===== src/rtl/output_fifo_buffer.sv =====
// output_fifo_buffer: first-word fall-through FIFO for a router output port.
// Holds up to DEPTH flits between the crossbar output and the outgoing link,
// using a valid/ready handshake on both sides. almost_full gives the switch
// allocator early warning so it can throttle.
// Optional feature macro: OUTPUT_FIFO_STALL_CNT_EN adds a saturating 16-bit
// stall_cnt output that counts cycles where out_valid && !out_ready.
module output_fifo_buffer #(
   parameter int DATA_WIDTH   = 32,
   parameter int DEPTH        = 4,
   parameter int AFULL_THRESH = DEPTH - 1
) (
   input  logic                         clk,
   input  logic                         rst,
   input  logic                         in_valid,
   input  logic [DATA_WIDTH-1:0]        in_data,
   output logic                         in_ready,
   output logic                         out_valid,
   output logic [DATA_WIDTH-1:0]        out_data,
   input  logic                         out_ready,
   output logic [$clog2(DEPTH+1)-1:0]   count,
`ifdef OUTPUT_FIFO_STALL_CNT_EN
   output logic [15:0]                  stall_cnt,
`endif
   output logic                         almost_full
);

   localparam int PTR_W = $clog2(DEPTH);
   localparam int CNT_W = $clog2(DEPTH + 1);

   localparam logic [CNT_W-1:0] FULL_CNT  = CNT_W'(DEPTH);
   localparam logic [CNT_W-1:0] AFULL_CNT = CNT_W'(AFULL_THRESH);
   localparam logic [PTR_W-1:0] PTR_ONE   = PTR_W'(1);
   localparam logic [CNT_W-1:0] CNT_ONE   = CNT_W'(1);

   logic [DATA_WIDTH-1:0] mem_q [DEPTH];

   logic [PTR_W-1:0] wr_ptr_q, wr_ptr_d;
   logic [PTR_W-1:0] rd_ptr_q, rd_ptr_d;
   logic [CNT_W-1:0] count_q,  count_d;

   logic push;
   logic pop;

   // Handshake flags come from registered occupancy only, so in_ready never
   // depends on out_ready and a pop cannot free space in the same cycle.
   always_comb begin
      in_ready    = (count_q != FULL_CNT);
      out_valid   = (count_q != '0);
      out_data    = out_valid ? mem_q[rd_ptr_q] : '0;
      almost_full = (count_q >= AFULL_CNT);
      count       = count_q;
      push        = in_valid && in_ready;
      pop         = out_valid && out_ready;
   end

   // Next-state for pointers and occupancy; pointers wrap naturally since
   // DEPTH is a power of two and fullness is tracked by count.
   always_comb begin
      // NOTE: every signal assigned here gets a default first so no path
      // leaves it unassigned, which would otherwise infer a latch.
      wr_ptr_d = wr_ptr_q;
      rd_ptr_d = rd_ptr_q;
      count_d  = count_q;
      if (push) begin
         wr_ptr_d = wr_ptr_q + PTR_ONE;
      end
      if (pop) begin
         rd_ptr_d = rd_ptr_q + PTR_ONE;
      end
      case ({push, pop})
         2'b10:   count_d = count_q + CNT_ONE;
         2'b01:   count_d = count_q - CNT_ONE;
         default: count_d = count_q;
      endcase
   end

   // Control state register with synchronous active-low reset.
   always_ff @(posedge clk) begin
      // NOTE: sequential state uses non-blocking assignments so every
      // register samples the pre-edge values regardless of statement order.
      if (!rst) begin
         wr_ptr_q <= '0;
         rd_ptr_q <= '0;
         count_q  <= '0;
      end else begin
         wr_ptr_q <= wr_ptr_d;
         rd_ptr_q <= rd_ptr_d;
         count_q  <= count_d;
      end
   end

   // Flit storage; writes are suppressed in the reset cycle.
   always_ff @(posedge clk) begin
      // NOTE: the memory array is deliberately not reset; stale entries are
      // unreachable because count is cleared, and out_data is gated to zero
      // while empty.
      if (rst && push) begin
         mem_q[wr_ptr_q] <= in_data;
      end
   end

`ifdef OUTPUT_FIFO_STALL_CNT_EN
   logic [15:0] stall_q, stall_d;

   // Saturating count of cycles where a flit is offered but not taken.
   always_comb begin
      stall_d = stall_q;
      if (out_valid && !out_ready && (stall_q != 16'hFFFF)) begin
         stall_d = stall_q + 16'd1;
      end
   end

   // Stall counter register, cleared by reset.
   always_ff @(posedge clk) begin
      if (!rst) begin
         stall_q <= '0;
      end else begin
         stall_q <= stall_d;
      end
   end

   assign stall_cnt = stall_q;
`endif

endmodule


===== config.mk =====
export PLATFORM = sky130hd
export DESIGN_NAME = output_fifo_buffer
export DESIGN_NICKNAME = d
export VERILOG_FILES = /design/src/rtl/output_fifo_buffer.sv
export SDC_FILE = /design/constraint.sdc
export NUM_CORES = 1
export LEC_CHECK = 0
export ABC_AREA = 1
export BUFFER_PORTS_ARGS = -buffer_cell sky130_fd_sc_hd__buf_2
export CAP_MARGIN = 30
export CORE_ASPECT_RATIO = 1.4
export CORE_MARGIN = 4
export CORE_UTILIZATION = 25
export DETAILED_ROUTE_END_ITERATION = 7
export MAX_ROUTING_LAYER = met4
export SKIP_CTS_REPAIR_TIMING = 1
export SLEW_MARGIN = 20
export SYNTH_ARGS = -nofsm -noshare
export SYNTH_HDL_FRONTEND = slang
export SYNTH_SLANG_ARGS = --single-unit

===== constraint.sdc =====
create_clock -name clk -period 3.25 [get_ports clk]
set_input_delay 0.65 -clock clk [delete_from_list [all_inputs] [get_ports clk]]
set_output_delay 0.65 -clock clk [all_outputs]
set_load 0.005 [all_outputs]

### Yosys cells after proc, flatten, opt, wreduce, memory -nomap -nowiden

Memory sizes are Yosys's and may differ from the RTL's. A register that Yosys moved wholly into a read port is not among the register bits.
Index checks and enable logic that the tools add are counted.

* flip-flop bits (word level): 7
* bits in writable memories: 128
* input port bits: 36
* output and inout bits: 38
* logic and storage cells: 23
* memories: 1

Memories
* mem_q: depth 4, width 32, read ports 1, clocked after memory_dff 1, wr ports 1, RTL line 35 `logic [DATA_WIDTH-1:0] mem_q [DEPTH];`

* $add $sub $neg: 4
* magnitude comparators: 1
* eq/ne operators: 3
* mux-type cells: 6
* reduce and logical (&&, ||, !) cells: 5

Operator list (number)
* two-way mux 32 bit: 1
* case mux 3 bit (2 select lines): 1
* adder 2 x 1 -> 2 bit, second input constant: 2
* two-way mux 2 bit: 2
* adder 3 x 1 -> 3 bit, second input constant: 1
* greater-or-equal comparator 3 x 2 -> 1 bit, second input constant: 1
* logical AND 1 bit: 3
* != test 3 bit, second input constant: 1
* nonzero test 3 bit: 1
* subtractor 3 x 1 -> 3 bit, second input constant: 1
* == test 2 x 1 -> 1 bit, second input constant: 1
* == test 2 bit, second input constant: 1
* two-way mux 1 bit: 2
* nonzero test 2 bit: 1

### Depth between registers and ports, before layout

* word-level depth: 5
* mapped depth: 13
* depth with buffers taken out: 13

### Worst setup path before layout

OpenSTA, ideal clock, no wires.

* kind: input to register
* from: input port in_valid
* to: memory mem_q[0][0], enable pin
* setup time: 421 ps
* arrival: 2400 ps
* data required time: 2829 ps
* setup slack: 429 ps
* cell stages on the path: 3
* path buffers: 0
* path through: a21boi_1 -> nand2_1 -> nor2_1

* cells in the longest elaborated chain, start to end: 4

RTL lines
* start: declaration: RTL line 14 `input logic in_valid,`
* logical AND 1 bit: RTL line 52 `push = in_valid && in_ready;`
* logical AND 1 bit: RTL line 97 `if (rst && push) begin`
* two-way mux 1 bit: RTL line 97
* two-way mux 1 bit (not written as such): RTL line 98 `mem_q[wr_ptr_q] <= in_data;`
* end: declaration: RTL line 35

Every way passes these cells.

==> flow_metrics.env <==
export IMPL_status="finished clean"
export IMPL_vias=3500
export IMPL_p_per_area_mw_per_mm2=799
export IMPL_crit_cells=6
export IMPL_grt_max_degree=46
export IMPL_cap_violations=0
export IMPL_cp_start_kind="register"
export IMPL_fmax_ghz=0.346
export IMPL_rsz0062_at_grt="false"
export IMPL_tightest_slew_ps=664
export IMPL_hold_violations=0
export IMPL_antenna_found_initial=0
export IMPL_hp_class="input port to register"
export IMPL_synth_xor_area_share_pct=0
export IMPL_ir_drop_v=0.000297
export IMPL_synth_compound_area_share_pct=9.47
export IMPL_post_synth_top_area_cell="edfxtp_1"
export IMPL_synth_area_per_cell_sq_um=12.1
export IMPL_clock_sinks=137
export IMPL_crit_top_cell="nor2_1"
export IMPL_fin_nets=571
export IMPL_critPathRequiredTime_ps=2600
export IMPL_cp_slowest_stage_delay_ps=580
export IMPL_crit_family="buffers and inverters"
export IMPL_fill_cells=2137
export IMPL_crit_path_end="out_data[23]"
export IMPL_fin_crit_ps=2890
export IMPL_cp_cell_sequence="buf_4 > nor2_1 > nor2_1 > o21ai_0 > a21oi_1 > buf_2"
export IMPL_clkLatencyLatePin_ps=400
export IMPL_core_rowCount=63
export IMPL_hold_slack_ps=467
export IMPL_cp_max_fo=45
export IMPL_vias_per_cell=4.20
export IMPL_yosys_area_share_simple_pct=11.3
export IMPL_drive_above_1_share_pct=22.5
export IMPL_drc_errors=0
export IMPL_ys_seq_area_share_pct=73.6
export IMPL_diodes=0
export IMPL_grt_overflow=0
export IMPL_arrival_ps=2240
export IMPL_reg2reg_slack_ps=1060
export IMPL_max_slew_margin_pct=55.6
export IMPL_fp_dieW_um=133
export IMPL_ant_nets=0
export IMPL_path_class="register to output port"
export IMPL_core_area_sq_mm=0.0214
export IMPL_endpoint_kind="output port"
export IMPL_synth_cell_types=18
export IMPL_routabilityCongestion=0.722
export IMPL_clockBufferDepth=2
export IMPL_die_area_sq_mm=0.0243
export IMPL_r2r_cells=5
export IMPL_grt_pass1_vias=3567
export IMPL_reg2reg_to="mem_q[3][24]$_DFFE_PP_"
export IMPL_clockRootBuffer="clkbuf_16"
export IMPL_setup_viol=0
export IMPL_io_pins=74
export IMPL_synthCells=451
export IMPL_drv_slew=0
export IMPL_crit_buf_inv=2
export IMPL_dieHeight_um=183
export IMPL_synth_top_area_share_pct=70.3
export IMPL_synthTopCellsByArea="edfxtp_1 70%, nor2_1 9.7%, o21ai_0 3.8%, dfxtp_1 3.3%, a21oi_1 3.2%"
export IMPL_syn2layout_area_growth_pct=24.1
export IMPL_r2r_start="count[0]$_SDFFE_PN0P_"
export IMPL_ys_ff_latch=137
export IMPL_htree_num_levels=4
export IMPL_skew_ps=7.30
export IMPL_cts_tree="yes"
export IMPL_ys_warnings_count=0
export IMPL_synth_area_mux_share_pct=0
export IMPL_syn_area_sq_mm=0.00547
export IMPL_finalSetupTns_ps=0
export IMPL_drt_first_pass_iters=4
export IMPL_grt_pass1_wl_mm=19.1
export IMPL_syn_nets=493
export IMPL_post_dp_hpwl_mm=8.16
export IMPL_synthAdderAreaFrac_pct=1.51
export IMPL_leakage_nw=2.47
export IMPL_wl_mm=12.5
export IMPL_wire_per_inst_um=14.9
export IMPL_start_util_pct=25.6
export IMPL_synth_top_family_by_area="simple AND/OR/NAND/NOR gates"
export IMPL_drt_initial_drc_count=243
export IMPL_fin_crit_sh_pct=89.0
export IMPL_cts_buffers=17
export IMPL_grt_util_all_layers_pct=10.6
export IMPL_slowest_stage="dfxtp_2"
export IMPL_path_clk_slew_ps=50
export IMPL_io_buffers=73
-- layout make-up --
| cell class | count | area, sq um | share of cell area, % |
|---|---|---|---|
| Sequential cell | 137 | 4030 | 59.4 |
| Multi-Input combinational cell | 271 | 1250 | 18.4 |
| Timing Repair Buffer | 82 | 445 | 6.57 |
| Clock buffer | 19 | 443 | 6.53 |
| Tap cell | 292 | 365 | 5.39 |
| Clock inverter | 13 | 178 | 2.62 |
| Inverter | 20 | 75.1 | 1.11 |
-- report_power, final --
group          switching, mW  internal [mW]
clock                  0.682           1.30
combinational          0.863          0.460
sequential            0.0668           2.05
-- synth_stat cells --
cell      instances
a21boi_1          1
a21oi_1          35
buf_2             8
buf_6             7
clkbuf_1          8
dfxtp_1           9
edfxtp_1        128
fa_1              1
ha_1              5
inv_1            18
inv_2             2
nand2_1          14
nand2_2           1
nand3_1           4
nand3b_1          1
nor2_1          142
o21ai_0          41
o21ai_1          26
-- registers in the layout, summed over array words and instances, names as in the netlist, named ones only --
signal,cells
mem_q,128
count,3
rd_ptr_q,2
wr_ptr_q,2
-- through the flow --
stage	setup slack, ps	power, mW	instances	instance area (sq um)	util [%]
6_report	358	5.42	834	6780	31.8
5_1_grt	156	5.74	834	6780	31.8
4_1_cts	311	5.50	834	6780	31.8
3_5_place_dp	725	3.51	802	6160	28.8
3_3_place_gp	765	3.50	802	6160	28.8
2_1_floorplan	429	2.95	451	5470	-
-- layout by cell type, fill, tap and decap left out, drive strengths merged --
cell,count
nor2,142
edfxtp,128
buf,82
o21ai,67
a21oi,35
inv,20
clkbuf,19
nand2,15
dfxtp,9
clkinv,7
ha,5
nand3,4
bufinv,4
clkinvlp,2
a21boi,1
nand3b,1
fa,1
-- worst min-delay path by stage --
stage,from,endpoint,slack (ps),depth (start not counted)
after floorplan,rd_ptr_q[1]$_SDFFE_PN0P_,register,460,2
after global placement,count[0]$_SDFFE_PN0P_,count[0]$_SDFFE_PN0P_,470,1
after detailed placement,rd_ptr_q[1]$_SDFFE_PN0P_,register,480,2
after CTS,in_data[3],mem_q[1][3]$_DFFE_PP_,450,1
after global routing,in_data[7],mem_q[1][7]$_DFFE_PP_,460,1
final,in_data[4],mem_q[1][4]$_DFFE_PP_,470,1
-- cells by family after synthesis --
logic type / count (synthesis)
buffers and inverters: 43
flip-flops: 137
AND/OR/NAND/NOR: 162
AO/OA/AOI/OAI: 103
adder cells (fa/ha/maj): 6
-- metal layers --
metal | vias up | GRT usage [%] | wire length, um
li1 | 1722 | - | -
met2 | 56 | 19.1 | 6830
met1 | 1706 | 11.0 | 4960
met4 | 0 | 4.83 | 274
met3 | 16 | 2.28 | 398
met5 | - | - | 0
No activity file was read; power rests on OpenSTA's default activity.
